[src/rtl/barrel_shifter_pipelined_if.sv]
// Valid/ready stream bundle for the pipelined barrel shifter.
// Operand side flows in, result side flows out.
interface barrel_shifter_pipelined_if #(
    parameter int WIDTH = 8
);
    localparam int SHIFT_WIDTH = $clog2(WIDTH);

    logic [WIDTH-1:0]       data_in;
    logic [SHIFT_WIDTH-1:0] shift_in;
    logic [1:0]             mode_in;
    logic                   valid_in;
    logic                   ready_in;
    logic [WIDTH-1:0]       data_out;
    logic                   valid_out;
    logic                   ready_out;

    modport master (
        output data_in, shift_in, mode_in, valid_in, ready_out,
        input  ready_in, data_out, valid_out
    );

    modport slave (
        input  data_in, shift_in, mode_in, valid_in, ready_out,
        output ready_in, data_out, valid_out
    );
endinterface

[src/rtl/barrel_shifter_pipelined.sv]
// Run-time shift/rotate split over STAGES registered steps,
// each stage applying its own slice of the amount bits.
module barrel_shifter_pipelined #(
    parameter int   WIDTH     = 8,
    parameter int   STAGES    = 3,
    parameter logic PAD_VALUE = 1'b0
) (
    input  logic clock,
    input  logic reset,
    barrel_shifter_pipelined_if.slave bus
);
    localparam int SW = $clog2(WIDTH);
    localparam int G  = (SW + STAGES - 1) / STAGES;

    typedef enum logic [1:0] {
        LSL = 2'b00,
        LSR = 2'b01,
        ASR = 2'b10,
        ROL = 2'b11
    } mode_e;

    function automatic logic [SW-1:0] grp_mask(input int s);
        logic [SW-1:0] m;
        m = '0;
        for (int b = 0; b < SW; b++) begin
            if (b >= s * G && b < (s + 1) * G) m[b] = 1'b1;
        end
        return m;
    endfunction

    function automatic logic [WIDTH-1:0] shift_op(
        input logic [WIDTH-1:0] d,
        input logic [SW-1:0]    n,
        input mode_e            m,
        input logic             sgn
    );
        logic [WIDTH-1:0] ones;
        logic [WIDTH-1:0] r;
        ones = '1;
        r    = d;
        unique case (m)
            LSL: r = (d << n) | ({WIDTH{PAD_VALUE}} & ~(ones << n));
            LSR: r = (d >> n) | ({WIDTH{PAD_VALUE}} & ~(ones >> n));
            ASR: r = (d >> n) | ({WIDTH{sgn}} & ~(ones >> n));
            ROL: r = (d << n) | (d >> (WIDTH - int'(n)));
        endcase
        return r;
    endfunction

    logic             valid_q [STAGES];
    logic [WIDTH-1:0] data_q  [STAGES];
    logic [SW-1:0]    amt_q   [STAGES];
    mode_e            mode_q  [STAGES];
    logic             sign_q  [STAGES];

    logic             valid_d [STAGES];
    logic [WIDTH-1:0] data_d  [STAGES];
    logic [SW-1:0]    amt_d   [STAGES];
    mode_e            mode_d  [STAGES];
    logic             sign_d  [STAGES];
    logic             load    [STAGES];

    always_comb begin
        valid_d[0] = bus.valid_in;
        amt_d[0]   = bus.shift_in;
        mode_d[0]  = mode_e'(bus.mode_in);
        sign_d[0]  = bus.data_in[WIDTH-1];
        data_d[0]  = shift_op(bus.data_in, bus.shift_in & grp_mask(0),
                              mode_e'(bus.mode_in), bus.data_in[WIDTH-1]);
        for (int i = 1; i < STAGES; i++) begin
            valid_d[i] = valid_q[i-1];
            amt_d[i]   = amt_q[i-1];
            mode_d[i]  = mode_q[i-1];
            sign_d[i]  = sign_q[i-1];
            data_d[i]  = shift_op(data_q[i-1], amt_q[i-1] & grp_mask(i),
                                  mode_q[i-1], sign_q[i-1]);
        end
        // A stage may load when empty or when its successor takes its word.
        load[STAGES-1] = !valid_q[STAGES-1] || bus.ready_out;
        for (int i = STAGES - 2; i >= 0; i--) begin
            load[i] = !valid_q[i] || load[i+1];
        end
    end

    always_ff @(posedge clock or posedge reset) begin
        if (reset) begin
            for (int i = 0; i < STAGES; i++) begin
                valid_q[i] <= 1'b0;
                data_q[i]  <= '0;
                amt_q[i]   <= '0;
                mode_q[i]  <= LSL;
                sign_q[i]  <= 1'b0;
            end
        end else begin
            for (int i = 0; i < STAGES; i++) begin
                if (load[i]) begin
                    valid_q[i] <= valid_d[i];
                    if (valid_d[i]) begin
                        data_q[i] <= data_d[i];
                        amt_q[i]  <= amt_d[i];
                        mode_q[i] <= mode_d[i];
                        sign_q[i] <= sign_d[i];
                    end
                end
            end
        end
    end

    assign bus.ready_in  = load[0] && !reset;
    assign bus.valid_out = valid_q[STAGES-1];
    assign bus.data_out  = data_q[STAGES-1];
endmodule

[src/flat_wrapper.sv]
// flat-port wrapper written by rule: the top's interface ports become plain ports
module barrel_shifter_pipelined_flat 
#(
    parameter int   WIDTH     = 8,
    parameter int   STAGES    = 3,
    parameter logic PAD_VALUE = 1'b0
)
  (clock, reset, bus_data_in, bus_shift_in, bus_mode_in, bus_valid_in, bus_ready_out, bus_ready_in, bus_data_out, bus_valid_out);
  barrel_shifter_pipelined_if #(.WIDTH(WIDTH)) bus_i ();
  input  logic clock;
  input  logic reset;
  input wire logic [$bits(bus_i.data_in)-1:0] bus_data_in;
  input wire logic [$bits(bus_i.shift_in)-1:0] bus_shift_in;
  input wire logic [$bits(bus_i.mode_in)-1:0] bus_mode_in;
  input wire logic [$bits(bus_i.valid_in)-1:0] bus_valid_in;
  input wire logic [$bits(bus_i.ready_out)-1:0] bus_ready_out;
  output wire logic [$bits(bus_i.ready_in)-1:0] bus_ready_in;
  output wire logic [$bits(bus_i.data_out)-1:0] bus_data_out;
  output wire logic [$bits(bus_i.valid_out)-1:0] bus_valid_out;
  assign bus_i.data_in = bus_data_in;
  assign bus_i.shift_in = bus_shift_in;
  assign bus_i.mode_in = bus_mode_in;
  assign bus_i.valid_in = bus_valid_in;
  assign bus_i.ready_out = bus_ready_out;
  assign bus_ready_in = bus_i.ready_in;
  assign bus_data_out = bus_i.data_out;
  assign bus_valid_out = bus_i.valid_out;
  barrel_shifter_pipelined #(.WIDTH(WIDTH), .STAGES(STAGES), .PAD_VALUE(PAD_VALUE)) u_core (.clock(clock), .reset(reset), .bus(bus_i));
endmodule
[config.mk]
export PLATFORM = sky130hd
export DESIGN_NAME = barrel_shifter_pipelined_flat
export DESIGN_NICKNAME = d
export VERILOG_FILES = /design/src/rtl/barrel_shifter_pipelined_if.sv /design/src/rtl/barrel_shifter_pipelined.sv /design/src/flat_wrapper.sv
export SDC_FILE = /design/constraint.sdc
export NUM_CORES = 1
export LEC_CHECK = 0
export ABC_CLOCK_PERIOD_IN_PS = 1800
export BUFFER_PORTS_ARGS = -buffer_cell sky130_fd_sc_hd__buf_2
export CAP_MARGIN = 10
export CORE_MARGIN = 2
export CORE_UTILIZATION = 55
export DETAILED_ROUTE_END_ITERATION = 16
export PLACE_DENSITY = 0.78
export SYNTH_ARGS = -nofsm -noshare
export SYNTH_HDL_FRONTEND = slang
export SYNTH_SLANG_ARGS = --single-unit
[constraint.sdc]
create_clock -name clock -period 1.8 [get_ports clock]
set_input_delay 0.27 -clock clock [delete_from_list [all_inputs] [get_ports clock]]
set_output_delay 0.27 -clock clock [all_outputs]
set_load 0.03 [all_outputs]
==> results of run 1 <==
## where the power goes
group / total [mW] / internal [mW] / switching [mW]
registers: 1.26 / 1.02 / 0.246
logic: 0.885 / 0.404 / 0.481
clock network: 0.586 / 0.312 / 0.275
## worst paths after layout
check / from / endpoint / slack [ns] / depth (start not counted)
min in group clock: bus_shift_in[2] / u_core.amt_d[5] / 0.21 / 2
max in group asynchronous: reset / u_core.amt_d[4] / 1.40 / 3
min reg2reg: u_core.bus.data_out[4] / u_core.bus.data_out[4] / 0.49 / 1
max: u_core.valid_d[1] / bus_ready_in / 0.12 / 3
max reg2reg: u_core.mode_d[2] / u_core.data_q[9] / 0.30 / 3
min: reset / u_core.data_q[19] / 0.08 / 3
## logic make-up (layout without fill, tap and decap cells)
kind of cell,after synthesis,in the layout,synth area share
compound gates,64,64,0.2067
simple gates,45,45,0.1288
flops,36,36,0.4253
mux,28,28,0.1459
buf+inv,25,42,0.06733
xor+xnor,2,2,0.02599
## sequential cells by signal (all words and copies together), names as in the netlist
| signal | cells |
|---|---|
| u_core.valid_d | 2 |
| u_core.data_q | 16 |
| u_core.bus.valid_out | 1 |
| u_core.bus.data_out | 8 |
| u_core.amt_d | 3 |
| u_core.mode_d | 4 |
| u_core.sign_d | 2 |
## routing by layer
layer / share of wire / global-route usage / vias to the layer above
met5: 0 / 0 / -
met4: 0.021 / 0.1071 / 0
met3: 0.034 / 0.03748 / 7
met2: 0.50 / 0.3775 / 37
met1: 0.45 / 0.2687 / 775
li1: - / - / 784
## through the flow
step	hold slack (ns)	std cells	power (mW)	util
6_report	0.08239	265	2.736	0.6228
5_1_grt	0.1452	265	2.915	0.6228
4_1_cts	0.09339	265	2.752	0.6228
3_5_place_dp	0.4058	257	2.165	0.5984
3_3_place_gp	0.4036	257	2.149	0.5984
2_1_floorplan	0.4206	200	2.042	-
## critical path: cells and delay by family (launching register included)
kind / cells / cell delay, ns
DFF: 1 / 0.49
and+or+nand+nor: 2 / 0.45
buffers and inverters: 1 / 0.18
## synth_stat cells, types with 2 or more instances
master and number:
a21oi_1 14, a221oi_1 3, buf_2 3, buf_4 10, clkbuf_1 6, dfrtp_1 36
inv_1 5, mux2_2 11, mux2_4 3, mux2i_1 14, nand2_1 4, nand2b_1 2
nand3_1 6, nand4_1 10, nor2_1 7, nor2b_1 5, o211a_1 4, o211ai_1 14
o21ai_0 16, o2bb2ai_1 4, o31ai_1 4, xnor2_4 2
## area by class of cell
| type | count | area, um2 | share of cell area |
|---|---|---|---|
| multi-input cells | 139 | 1075 | 0.4679 |
| flip-flops and latches | 36 | 900.9 | 0.3922 |
| clock buffers | 8 | 90.09 | 0.03922 |
| inverters | 5 | 18.77 | 0.008170 |
| well taps | 48 | 60.06 | 0.02614 |
| repair buffers | 29 | 152.6 | 0.06645 |
==> impl_metrics.env, run 1 <==
export IMPL_row_count=22
export IMPL_cts_root_buf="clkbuf_8"
export IMPL_clock_fmax_mhz=596.4
export IMPL_stdcell_area_um2=2297
export IMPL_clock_skew_ns=0.003849
export IMPL_rsz0062_at_grt="false"
export IMPL_grt_remaining_overflow=0
export IMPL_fillers=324
export IMPL_crit_path_end_kind="primary output"
export IMPL_cpMaxStageDelayCell="dfrtp_1"
export IMPL_fin_ws_ns=0.1232
export IMPL_die_area_um2=4364
export IMPL_grt_total_usage=0.2206
export IMPL_synth_seq_cells=36
export IMPL_antenna_found_initial=0
export IMPL_arrival_ns=1.41
export IMPL_grt_max_degree=37
export IMPL_clockBufferDepth=2
export IMPL_hold_path_class="primary input to asynchronous set/reset pin"
export IMPL_cts_resized_gates=0
export IMPL_cpPeakStageDelay_ns=0.49
export IMPL_initialDrtViolationCount=92
export IMPL_core_area_um2=3689
export IMPL_cts_clk_slew_worst_paths_ns=0.07
export IMPL_clkLatencyLatePin_ns=0.29
export IMPL_placed_area_um2=2207
export IMPL_portBuffers=26
export IMPL_finalSetupViolCount=0
export IMPL_ys_types=39
export IMPL_initial_utilization=0.5743
export IMPL_worstPathMaxFanout=9
export IMPL_tightest_slew_ns=0.4617
export IMPL_hold_violations=0
export IMPL_vias=1603
export IMPL_tns_ns=0
export IMPL_slew_viol_final=0
export IMPL_diodes=0
export IMPL_nNetsFinal=233
export IMPL_netlist_area_um2=2118
export IMPL_p_leak_nw=1.015
export IMPL_ant_nets=0
export IMPL_synthTopCellsByArea="dfrtp_1 43%, mux2i_1 6.6%, mux2_2 5.8%, o211ai_1 5.0%, o21ai_0 3.8%"
export IMPL_ys_warn_count=0
export IMPL_ys_async_sr_fraction=1.000
export IMPL_cts_max_level=2
export IMPL_synthToLayoutAreaGrowth_pct=8.446
export IMPL_routed_wl_mm=4.113
export IMPL_ys_flop_type="dfrtp_1"
export IMPL_drive_gt1_frac=0.2627
export IMPL_critPathKind="register to primary output"
export IMPL_path_cells="and4b_1 -> nor2_1 -> buf_2"
export IMPL_chipWidth_um=66.06
export IMPL_syn_inst=200
export IMPL_postCtsSetupRepairBufs=0
export IMPL_power_density_nw_per_um2=1191
export IMPL_yosysSeqAreaShare=0.4253
export IMPL_maxSlewHeadroom=0.6922
export IMPL_wire_per_inst_um=15.52
export IMPL_dr_pass1_iters=4
export IMPL_gp_congestion=0.8470
export IMPL_drcViolationCount=0
export IMPL_synth_edff_count=0
export IMPL_grt_pass1_wl_mm=7.327
export IMPL_synth_top_area_share=0.4253
export IMPL_numCtsBuffers=5
export IMPL_die_height_um=66.06
export IMPL_grt_pass1_vias=1571
export IMPL_period_needed_ns=1.677
export IMPL_place_hpwl_mm=3.005
export IMPL_cp_required_ns=1.53
export IMPL_via_per_inst=6.049
export IMPL_status="finished, final reports clean"
export IMPL_pre_cts_ws_ns=0.3078
export IMPL_layout_common_cells="36 x dfrtp_1, 26 x buf_2, 16 x o21ai_0"
export IMPL_postCtsHoldBufs=0
export IMPL_irDropWorstVdd_uv=473.1
export IMPL_final_common_cell="dfrtp_1"
export IMPL_synth_nets=217
export IMPL_cts_tree="built"
export IMPL_io_pins=27
export IMPL_clock_sinks=36
export IMPL_yosys_area_top_type="dfrtp_1"
export IMPL_synth_avg_cell_area_um2=10.59
export IMPL_cap_violations=0
export IMPL_cp_start_kind="register"
export IMPL_period_share=0.9315
Note: power is estimated with default switching activity, not from simulation.
==> inputs of run 2 (changes only) <==
--- a/config.mk
+++ b/config.mk
@@ -5,13 +5,15 @@
 export SDC_FILE = /design/constraint.sdc
 export NUM_CORES = 1
 export LEC_CHECK = 0
+export ABC_AREA = 1
 export ABC_CLOCK_PERIOD_IN_PS = 1800
 export BUFFER_PORTS_ARGS = -buffer_cell sky130_fd_sc_hd__buf_2
 export CAP_MARGIN = 10
 export CORE_MARGIN = 2
 export CORE_UTILIZATION = 55
 export DETAILED_ROUTE_END_ITERATION = 16
-export PLACE_DENSITY = 0.78
+export PLACE_DENSITY = 0.8
+export SKIP_CTS_REPAIR_TIMING = 1
 export SYNTH_ARGS = -nofsm -noshare
 export SYNTH_HDL_FRONTEND = slang
 export SYNTH_SLANG_ARGS = --single-unit
==> run 2 against run 1 <==
  * Core utilization decreased by 0.12 points
  * Clock skew increased by 0.0017 ns
  * Cell count increased by 39%
  * Critical endpoint unchanged
  * Non-clock buffer count decreased by 1
  * Sequential share of layout area increased by 0.67 points
  * Count of clock-buffer cells in the layout decreased by 3
==> impl_metrics.env, run 2 <==
export IMPL_status="finished, final reports clean"
export IMPL_fin_ws_ns=0.2820
export IMPL_nNetsFinal=337
export IMPL_antenna_found_initial=0
export IMPL_p_leak_nw=1.291
export IMPL_chipWidth_um=65.25
export IMPL_worstPathMaxFanout=7
export IMPL_drcViolationCount=0
export IMPL_synth_top_area_share=0.4366
export IMPL_synth_seq_cells=36
export IMPL_synthToLayoutAreaGrowth_pct=9.460
export IMPL_ys_async_sr_fraction=1.000
export IMPL_ys_types=19
export IMPL_cap_violations=0
export IMPL_cts_tree="built"
export IMPL_met3_usage=0.04110
export IMPL_top_usage_layer="met2"
export IMPL_grt_max_degree=37
export IMPL_dr_pass1_iters=4
export IMPL_io_pins=27
export IMPL_clock_sinks=36
export IMPL_synthTopCellsByArea="dfrtp_1 44%, nand2_1 23%, nand3_1 7.8%, inv_1 5.6%, nor2_1 5.1%"
export IMPL_drive_gt1_frac=0.1433
export IMPL_pre_cts_ws_ns=0.4124
export IMPL_cts_clk_slew_worst_paths_ns=0.07
export IMPL_grt_remaining_overflow=0
export IMPL_cts_root_buf="clkbuf_8"
export IMPL_ys_flop_type="dfrtp_1"
export IMPL_cp_required_ns=1.53
export IMPL_synth_avg_cell_area_um2=6.855
export IMPL_rsz0062_at_grt="false"
export IMPL_met1_usage=0.2258
export IMPL_numCtsBuffers=5
export IMPL_period_share=0.8433
export IMPL_grt_pass1_wl_mm=6.851
export IMPL_clock_fmax_mhz=658.8
export IMPL_irDropWorstVdd_uv=531.6
export IMPL_critPathKind="register to primary output"
export IMPL_tightest_slew_ns=0.4626
export IMPL_cp_start_kind="register"
export IMPL_largest_reg_flops=16
export IMPL_initialDrtViolationCount=63
export IMPL_tns_ns=0
export IMPL_largest_register="u_core.data_q"
export IMPL_portBuffers=26
export IMPL_synth_nets=318
export IMPL_syn_inst=301
export IMPL_initial_utilization=0.5678
export IMPL_clkLatencyLatePin_ns=0.29
export IMPL_synth_most_common_cell="nand2_1"
export IMPL_clock_skew_ns=0.005596
export IMPL_ys_warn_count=0
export IMPL_fin_util=0.6216
export IMPL_die_area_um2=4258
export IMPL_period_needed_ns=1.518
export IMPL_synth_edff_count=0
export IMPL_power_density_nw_per_um2=1370
export IMPL_die_height_um=65.25
export IMPL_hold_violations=0
export IMPL_yosys_area_top_type="dfrtp_1"
export IMPL_hold_path_class="primary input to asynchronous set/reset pin"
export IMPL_arrival_ns=1.25
export IMPL_maxSlewHeadroom=0.6916
export IMPL_vias=1798
export IMPL_met2_usage=0.3903
export IMPL_netlist_area_um2=2063
export IMPL_routed_wl_mm=3.791
export IMPL_synth_common_cells="128 x nand2_1, 36 x dfrtp_1, 32 x nand3_1"
export IMPL_crit_path_end_kind="primary output"
export IMPL_yosysSeqAreaShare=0.4366
export IMPL_final_common_cell="nand2_1"
export IMPL_power_mw=3.094
export IMPL_wire_per_inst_um=10.27
export IMPL_cts_max_level=2
export IMPL_finalSetupViolCount=0
export IMPL_grt_total_usage=0.2086
export IMPL_ant_nets=0
export IMPL_core_area_um2=3633
export IMPL_diodes=0
export IMPL_layout_common_cells="128 x nand2_1, 36 x dfrtp_1, 32 x nand3_1"
export IMPL_clockBufferDepth=2
export IMPL_place_hpwl_mm=2.953
export IMPL_gp_congestion=0.8517
export IMPL_slew_viol_final=0
export IMPL_row_count=22
export IMPL_via_per_inst=4.873
export IMPL_grt_pass1_vias=1678
[run 2: power breakdown]
group,switching (mW),internal [mW]
Sequential,0.224,1.08
Combinational,0.730,0.353
Clock,0.296,0.410
[run 2: final timing paths]
kind                                    from                endpoint  slack, ns  cells after the start
hold reg to reg             u_core.sign_d[0]        u_core.sign_d[0]       0.50                      2
setup reg to reg           u_core.valid_d[0]       u_core.data_q[20]       0.45                      5
setup / recovery           u_core.valid_d[0]            bus_ready_in       0.28                      4
min in group clock           bus_shift_in[2]         u_core.amt_d[5]       0.18                      3
max in group asynchronous              reset        u_core.mode_d[3]       1.40                      3
hold / removal                         reset  u_core.bus.data_out[3]       0.09                      3
[run 2: through the flow]
step                instance area (um2)  hold slack (ns)  std cells
detailed placement                 2147           0.4207        361
finish                             2258          0.09232        369
global placement                   2147           0.4176        361
global route                       2258           0.1414        369
CTS                                2258           0.1051        369
floorplan                          2063           0.3910        301
[run 2: layout make-up]
type	instances	area [um2]
Tap cell	48	60.06
Multi-Input combinational cell	214	909.6
Sequential cell	36	900.9
Inverter	35	131.4
Clock inverter	3	42.54
Timing Repair Buffer	28	145.1
Fill cell	365	1375
Clock buffer	5	68.82
[run 2: cell families (layout without fill, tap and decap cells)]
kind of cell / count (synthesis) / in the layout / share of synthesized area
and+or+nand+nor: 194 / 194 / 0.3845
buffers and inverters: 51 / 71 / 0.1225
DFF: 36 / 36 / 0.4366
AOI/OAI and AO/OA: 20 / 20 / 0.05640
[run 2: routing by layer]
| metal | routed length, um | vias up |
|---|---|---|
| met2 | 1934 | 39 |
| met5 | 0 | - |
| met4 | 61 | 0 |
| met1 | 1631 | 793 |
| met3 | 163 | 7 |
| li1 | - | 959 |
[run 2: worst max-delay path, cell delays in order (launching register included)]
cell and delay [ns]:
dfrtp_1 0.47, nand4_2 0.19, nand2_1 0.09, inv_1 0.03
buf_2 0.16
==> inputs of run 3 (changes only) <==
--- a/config.mk
+++ b/config.mk
@@ -6,13 +6,13 @@
 export NUM_CORES = 1
 export LEC_CHECK = 0
 export ABC_AREA = 1
-export ABC_CLOCK_PERIOD_IN_PS = 1800
+export ABC_CLOCK_PERIOD_IN_PS = 1350
 export BUFFER_PORTS_ARGS = -buffer_cell sky130_fd_sc_hd__buf_2
 export CAP_MARGIN = 10
 export CORE_MARGIN = 2
-export CORE_UTILIZATION = 55
+export CORE_UTILIZATION = 52
 export DETAILED_ROUTE_END_ITERATION = 16
-export PLACE_DENSITY = 0.8
+export PLACE_DENSITY = 0.79
 export SKIP_CTS_REPAIR_TIMING = 1
 export SYNTH_ARGS = -nofsm -noshare
 export SYNTH_HDL_FRONTEND = slang
==> constraint.sdc (replaced) <==
create_clock -name clock -period 1.35 [get_ports clock]
set_input_delay 0.2025 -clock clock [delete_from_list [all_inputs] [get_ports clock]]
set_output_delay 0.2025 -clock clock [all_outputs]
set_load 0.03 [all_outputs]
==> run 3 against run 2 <==
  * Critical path depth stayed put
  * First-iteration DRC count is 37% higher
  * Worst hold slack worse by 0.049 ns
  * Clock power hardly changed
  * Worst setup slack worse by 0.21 ns
  * Cell count is 1.6% higher
  * Sequential cell count stayed put
  * Critical endpoint unchanged
  * Clock skew is 0.0018 ns higher
  * Cell area is 1.6% higher
  * Non-clock buffer count is 7 higher
==> impl_metrics.env, run 3 (synthesized netlist as in run 2, its figures left out) <==
export IMPL_cp_start_kind="register"
export IMPL_cts_tree="built"
export IMPL_final_common_cell="nand2_1"
export IMPL_r2r_cells=7
export IMPL_numCtsBuffers=5
export IMPL_cts_root_buf="clkbuf_8"
export IMPL_grt_max_degree=37
export IMPL_portBuffers=26
export IMPL_diodes=0
export IMPL_stdcell_area_um2=2295
export IMPL_tns_ns=0
export IMPL_wire_per_inst_um=10.82
export IMPL_hold_violations=0
export IMPL_initial_utilization=0.5511
export IMPL_antenna_found_initial=0
export IMPL_status="finished, final reports clean"
export IMPL_die_area_um2=4488
export IMPL_tightest_slew_ns=0.4386
export IMPL_grt_remaining_overflow=0
export IMPL_cp_required_ns=1.15
export IMPL_finalSetupViolCount=0
export IMPL_clock_skew_ns=0.007366
export IMPL_fin_ws_ns=0.06979
export IMPL_vias=1844
export IMPL_grt_pass1_wl_mm=7.100
export IMPL_placed_area_um2=2181
export IMPL_gp_congestion=0.8552
export IMPL_r2r_start="u_core.valid_d[0]"
export IMPL_largest_reg_flops=16
export IMPL_arrival_ns=1.08
export IMPL_clock_sinks=36
export IMPL_hold_path_class="primary input to asynchronous set/reset pin"
export IMPL_clockBufferDepth=2
export IMPL_initialDrtViolationCount=86
export IMPL_row_count=22
export IMPL_die_height_um=66.99
export IMPL_via_per_inst=4.917
export IMPL_crit_path_end_kind="primary output"
export IMPL_hold_slack_ns=0.04367
export IMPL_maxSlewHeadroom=0.7076
export IMPL_synthToLayoutAreaGrowth_pct=11.22
export IMPL_ant_nets=0
export IMPL_pre_cts_ws_ns=0.2131
export IMPL_dr_pass1_iters=4
export IMPL_drcViolationCount=0
export IMPL_io_pins=27
export IMPL_critPathKind="register to primary output"
export IMPL_cts_max_level=2
export IMPL_p_leak_nw=1.304
export IMPL_period_share=0.9483
export IMPL_layout_common_cells="128 x nand2_1, 34 x dfrtp_1, 32 x nand3_1"
export IMPL_drive_gt1_frac=0.1651
export IMPL_fin_util=0.6130
export IMPL_irDropWorstVdd_uv=554.8
export IMPL_clkLatencyLatePin_ns=0.28
export IMPL_worstPathMaxFanout=3
export IMPL_r2r_end="u_core.data_q[11]"
export IMPL_power_density_nw_per_um2=1747
export IMPL_cts_clk_slew_worst_paths_ns=0.07
export IMPL_slew_viol_final=0
export IMPL_place_hpwl_mm=3.036
export IMPL_core_area_um2=3744
export IMPL_r2r_setup_slack_ns=0.14
export IMPL_period_needed_ns=1.280
export IMPL_clock_fmax_mhz=781.1
export IMPL_grt_pass1_vias=1743
export IMPL_fillers=355
export IMPL_cap_violations=0
export IMPL_grt_total_usage=0.2105
export IMPL_nNetsFinal=344
export IMPL_largest_register="u_core.data_q"
export IMPL_routed_wl_mm=4.056
export IMPL_chipWidth_um=66.99
run 3: cell types whose count changed in the layout (fill, tap and decap cells not counted), sizes merged:
| cell | before | now |
|---|---|---|
| inv | 33 | 32 |
| bufinv | 1 | 0 |
| clkbuf | 5 | 6 |
| buf | 28 | 35 |
run 3: per-layer routing:
metal,global-route usage,routed length (um),vias to the layer above
met3,0.06419,146,15
met4,0.1071,114,0
li1,-,-,974
met2,0.3650,2055,31
met5,0,0,-
met1,0.2304,1740,824
run 3: through the flow:
stage / total power, mW / instances
final: 4.009 / 375
after detailed placement: 3.267 / 365
after floorplan: 3.044 / 301
after global routing: 4.358 / 375
after global placement: 3.222 / 365
after CTS: 3.977 / 372
run 3: critical path: stages (launching register included):
cell,delay (ns)
dfrtp_2,0.43
nand4_4,0.11
nand2_1,0.06
inv_1,0.05
buf_4,0.15
run 3: final cells by class:
type / instances / area (um2) / share of cell area
timing repair buffer: 35 / 200.2 / 0.08724
tap: 48 / 60.06 / 0.02617
inverter: 35 / 135.1 / 0.05889
sequential: 36 / 903.4 / 0.3937
clock inverter: 1 / 5.005 / 0.002181
multi-input combinational: 214 / 918.4 / 0.4002
clock buffer: 6 / 72.57 / 0.03162
run 3: report_power, final:
group | switching, mW | internal (mW)
Sequential | 0.263 | 1.45
Clock | 0.358 | 0.350
Combinational | 1.05 | 0.544
Total | 1.67 | 2.34
run 3: worst max path at each step:
stage	slack, ns	end	from	cells past startpoint
floorplan	0.08	u_core.data_q[17]	u_core.bus.valid_out	6
global placement	0.24	u_core.data_q[14]	u_core.mode_d[2]	6
detailed placement	0.21	u_core.mode_d[2]	u_core.valid_d[0]	4
CTS	-0.08	bus_ready_in	u_core.valid_d[0]	4
global route	-0.02	bus_ready_in	u_core.valid_d[1]	4
finish	0.07	bus_ready_in	u_core.bus.valid_out	4
